$ cat config.mk
export PLATFORM = sky130hd
export DESIGN_NAME = pay_accum
export DESIGN_NICKNAME = d
export VERILOG_FILES = /design/src/rtl/pay_accum.sv
export SDC_FILE = /design/constraint.sdc
export NUM_CORES = 1
export LEC_CHECK = 0
export ABC_CLOCK_PERIOD_IN_PS = 2100
export CAP_MARGIN = 20
export CORE_MARGIN = 2
export CORE_UTILIZATION = 46
export CTS_BUF_LIST = sky130_fd_sc_hd__clkbuf_2
export CTS_CLUSTER_DIAMETER = 80
export DETAILED_ROUTE_END_ITERATION = 10
export PLACE_DENSITY = 0.79
export SETUP_SLACK_MARGIN = 0.1
export SYNTH_ARGS = -nofsm -noshare
export SYNTH_HDL_FRONTEND = slang
export SYNTH_SLANG_ARGS = --single-unit
$ cat constraint.sdc
create_clock -name clk -period 2.1 [get_ports clk]
set_input_delay 0.63 -clock clk [delete_from_list [all_inputs] [get_ports clk]]
set_output_delay 0.63 -clock clk [all_outputs]
set_load 0.02 [all_outputs]
$ cat src/rtl/pay_accum.sv
// Vending machine payment accumulator: prices the current selection, collects
// coins, and pays out change on a successful confirm or a full refund on abort.
module pay_accum (
  input  logic       clk,
  input  logic       rst,
  input  logic [4:0] area_flag,
  input  logic [3:0] goods_index,
  input  logic       coin_1,
  input  logic       coin_5,
  input  logic       coin_10,
  output logic [7:0] price,
  output logic [7:0] paid,
  output logic       enough_flag,
  output logic [7:0] change,
  output logic       change_valid,
  output logic       refund_valid,
  output logic       coin_reject
);

  typedef enum logic [1:0] {
    IDLE    = 2'd0,
    COLLECT = 2'd1,
    DONE    = 2'd2,
    REFUND  = 2'd3
  } state_t;

  state_t     state_q, state_d;
  logic [7:0] price_q, price_d;
  logic [7:0] paid_q, paid_d;
  logic [7:0] change_q, change_d;
  logic       changeValid_q, changeValid_d;
  logic       refundValid_q, refundValid_d;
  logic       coinReject_q, coinReject_d;

  logic [8:0] coinSum;
  logic [8:0] paidPlusSum;
  logic       coinAny;
  logic       enough;

  always_comb begin
    price_d = 8'd0;
    if (goods_index >= 4'd1 && goods_index <= 4'd4)
      price_d = 8'd3;
    else if (goods_index >= 4'd5 && goods_index <= 4'd8)
      price_d = 8'd5;
    else if (goods_index >= 4'd9 && goods_index <= 4'd12)
      price_d = 8'd8;
  end

  always_comb begin
    coinSum = 9'd0;
    if (coin_1)  coinSum = coinSum + 9'd1;
    if (coin_5)  coinSum = coinSum + 9'd5;
    if (coin_10) coinSum = coinSum + 9'd10;
  end

  assign coinAny     = coin_1 | coin_5 | coin_10;
  // Widened to 9 bits so an overflowing insert is seen rather than wrapped.
  assign paidPlusSum = {1'b0, paid_q} + coinSum;
  assign enough      = (state_q == COLLECT) && (price_q != 8'd0) && (paid_q >= price_q);

  // Coins are rejected by default; only a clean COLLECT cycle accepts them.
  always_comb begin
    state_d       = state_q;
    paid_d        = paid_q;
    change_d      = change_q;
    changeValid_d = 1'b0;
    refundValid_d = 1'b0;
    coinReject_d  = coinAny;
    case (state_q)
      IDLE: begin
        if (goods_index != 4'd0)
          state_d = COLLECT;
      end
      COLLECT: begin
        if (area_flag == 5'd17) begin
          if (enough) begin
            state_d       = DONE;
            change_d      = paid_q - price_q;
            changeValid_d = 1'b1;
          end else begin
            state_d       = REFUND;
            change_d      = paid_q;
            refundValid_d = 1'b1;
          end
        end else if (area_flag == 5'd18 || goods_index == 4'd0) begin
          state_d       = REFUND;
          change_d      = paid_q;
          refundValid_d = 1'b1;
        end else if (paidPlusSum <= 9'd255) begin
          paid_d       = paidPlusSum[7:0];
          coinReject_d = 1'b0;
        end
      end
      DONE, REFUND: begin
        paid_d  = 8'd0;
        state_d = IDLE;
      end
      default: state_d = IDLE;
    endcase
  end

  always_ff @(posedge clk or posedge rst) begin
    if (rst) begin
      state_q       <= IDLE;
      price_q       <= 8'd0;
      paid_q        <= 8'd0;
      change_q      <= 8'd0;
      changeValid_q <= 1'b0;
      refundValid_q <= 1'b0;
      coinReject_q  <= 1'b0;
    end else begin
      state_q       <= state_d;
      price_q       <= price_d;
      paid_q        <= paid_d;
      change_q      <= change_d;
      changeValid_q <= changeValid_d;
      refundValid_q <= refundValid_d;
      coinReject_q  <= coinReject_d;
    end
  end

  assign price        = price_q;
  assign paid         = paid_q;
  assign enough_flag  = enough;
  assign change       = change_q;
  assign change_valid = changeValid_q;
  assign refund_valid = refundValid_q;
  assign coin_reject  = coinReject_q;

endmodule

==> key figures <==
Critical path
  – CP Capture Type: output port
  – CP Launch Type: register
  – Type of the worst setup path: register to output port
  – Crit-path slowest cell: dfrtp_1
  – CP delay by family, top: adder cells
  – Worst-path maximum fanout: 2
  – CP bufs+invs: 1
  – Crit path DAT: 2.09 ns
  – Worst path cell trace: ha_2, fa_2, nand2b_4, a21o_1, a211oi_2, buf_4
  – Slowest cell delay on critical path: 0.47 ns
  – Critical path required time: 1.47 ns

Synthesis
  – Cells after synthesis: 174
  – Yosys reg bits: 25
  – Async set-reset flop share out of synthesis: 100.0%
  – Share of the yosys chip area belonging to registers: 37.17%
  – Number of synthesized flops with an enable pin: 0
  – Main area contributors after synthesis: dfrtp_1 (37%), ha_1 (10%), inv_1 (3.6%)
  – Ys Warns: 0
  – Syn Area/Cell: 9.672 um2
  – Post-synth top area cell: dfrtp_1
  – Synth top area share: 37.17%
  – Main flop type after synthesis: dfrtp_1
  – Netlist cell types: 49
  – Area of the mapped netlist: 1683 um2

Floorplan
  – Chip width: 64.49 um
  – Die Ht: 64.49 um
  – Initial Util: 49.27%
  – Num rows: 21
  – Die Area: 4158 um2
  – IO Pins: 42
  – Core area: 3416 um2

Clocking
  – H-tree lvl count: 1
  – TritonCTS clock tree: yes
  – Clk_lat worst skew: 0.36 ns
  – Clk pin slew, worst setup/hold paths: 0.25 ns
  – Root buffer cell: clkbuf_2
  – CTS Buf Count: 3
  – CTS Sinks: 25
  – CTS max path bufs: 2

Cells and area
  – Nets: 298
  – Post-layout util: 81.32%
  – Antenna Cells: 0
  – Area growth syn-to-layout: 65.06%
  – Most frequent cells in the layout: buf_4 (52), dfrtp_1 (25), dlygate4sd2_1 (21)
  – Final Non-Filler Cells: 313
  – Commonest non-fill, non-tap cell in the layout: buf_4
  – Layout cells sized above 1: 40.07%
  – Fill cell count: 207

Global route
  – Met1 GRT Util: 29.10%
  – Total track usage: 24.51%
  – Initial antenna violation count: 0
  – Met3 layer usage reported by global route: 3.299%
  – Number of global-route vias before repair: 1,779
  – GR Util met2: 46.88%
  – First-pass GRT wire length: 8093 um
  – Largest net degree at the start of global routing: 26
  – Grt ovf: 0
  – Global routing's busiest layer: met2

Power
  – Tot Pwr: 3.298 mW
  – LEAKAGE: 1.398 nW
  – Worst IR drop on VDD: 668.2 uV
  – Pwr/cell area: 1187 nW/um2

Routing
  – Final ANT Viol Nets: 0
  – # DRC: 0
  – Vias post-DR: 1,720
  – TritonRoute pass-1 iters: 4
  – DRT iter0 DRCs: 84
  – Average wire per standard cell: 16.64 um
  – DR vias/cell: 5.495
  – Total wire length: 5207 um

Flow run
  – Max-Cap Viols: 0

Timing
  – RSZ-0062 raised after global routing: yes
  – Worst setup margin: -0.6193 ns
  – FMAX: 367.7 MHz
  – Setup Total Neg Slack: -2.981 ns
  – Final setup skew: 0.006974 ns
  – Final Hold Viols: 0
  – Slew Limit Fails: 0
  – Final setup violation count: 19
  – Period minus WS final: 2.719 ns
  – Final period utilization: 129.5%

Run status
  – Failing checks: negative setup slack
  – Outcome: finished with violations

Placement
  – Final GP Congestion: 0.8952
  – Post-detail-place hpwl: 3608 um
  – # port buffers: 37
  – Post-Place Cells: 303

Worst hold path
  – Min-delay worst type: register to register
## kinds of logic (layout without fill, tap and decap cells)
kind of cell / Yosys count / after routing / synth area share (%)
and+or+nand+nor: 54 / 54 / 17.62
AOI/OAI and AO/OA: 43 / 43 / 18.81
DFF: 25 / 25 / 37.17
buffers and inverters: 24 / 114 / 7.063
adders and majority gates: 16 / 16 / 12.79
xor gates and xnor gates: 6 / 6 / 3.123
muxes: 5 / 5 / 3.197
other: 1 / 4 / 0.2228
## synth_stat cells (all sizes together) (5+ instances only)
master,number
a21oi,5
inv,16
nand2,11
xnor2,5
nor2,10
ha,14
o21ai,11
dfrtp,25
nor3,8
buf,7
## registers in the layout (all words and copies together), names as in the netlist
register,count
refund_valid,1
price,4
paid,8
change,8
state_q,2
change_valid,1
coin_reject,1
## worst min-delay path: stages, from the launching register on
cell,delay (ns)
dfrtp_1,0.41
nand2_1,0.06
o21ai_2,0.05
## cell type report
class | instances | area [um2] | area share, %
Clock buffer | 3 | 15.01 | 0.5405
Clock inverter | 1 | 5.005 | 0.1802
Inverter | 16 | 80.08 | 2.883
Multi-Input combinational cell | 128 | 1179 | 42.43
Sequential cell | 25 | 625.6 | 22.52
Tap cell | 46 | 57.56 | 2.072
Timing Repair Buffer | 94 | 815.8 | 29.37
## power breakdown
group	switching (mW)	total (mW)	internal, mW
logic	1.23	2.36	1.13
registers	0.0986	0.741	0.643
clock network	0.158	0.201	0.0432
total	1.48	3.30	1.81
## what timing repair did
item                                    in CTS  in global routing
hold buffers                                 0                  0
endpoints found under the setup margin      42                 26
setup buffers                                6                  2
gates resized for setup                     66                 19
pin swaps                                   23                 14
cloned                                       0                  0
## path summary, 6_finish.rpt
kind / from / end / cells after the start / slack (ns)
worst max-delay path: price[0] / enough_flag / 6 / -0.62
worst min-delay path: change[1] / change[1] / 2 / 0.52
worst max register to register: price[0] / change[3] / 10 / -0.22
worst min register to register: change[1] / change[1] / 2 / 0.52
max in group asynchronous: rst / change[6] / 3 / 1.28
min in group asynchronous: rst / change[3] / 3 / 0.56
## per-layer routing
metal / share of wire (%) / up-vias
met3: 4.6 / 6
met2: 54 / 65
li1: - / 801
met5: 0 / -
met4: 1.3 / 0
met1: 40 / 848
## per-stage QoR
stage               hold slack [ns]  instance area (um2)  worst slack, ns
floorplan                    0.5254                 1834          -0.4429
global placement             0.4666                 2590           -1.212
detailed placement           0.4780                 2590           -1.240
CTS                          0.5204                 2703          -0.6552
global route                 0.5178                 2778          -0.6903
finish                       0.5221                 2778          -0.6193
(Power assumes the default switching activity.)
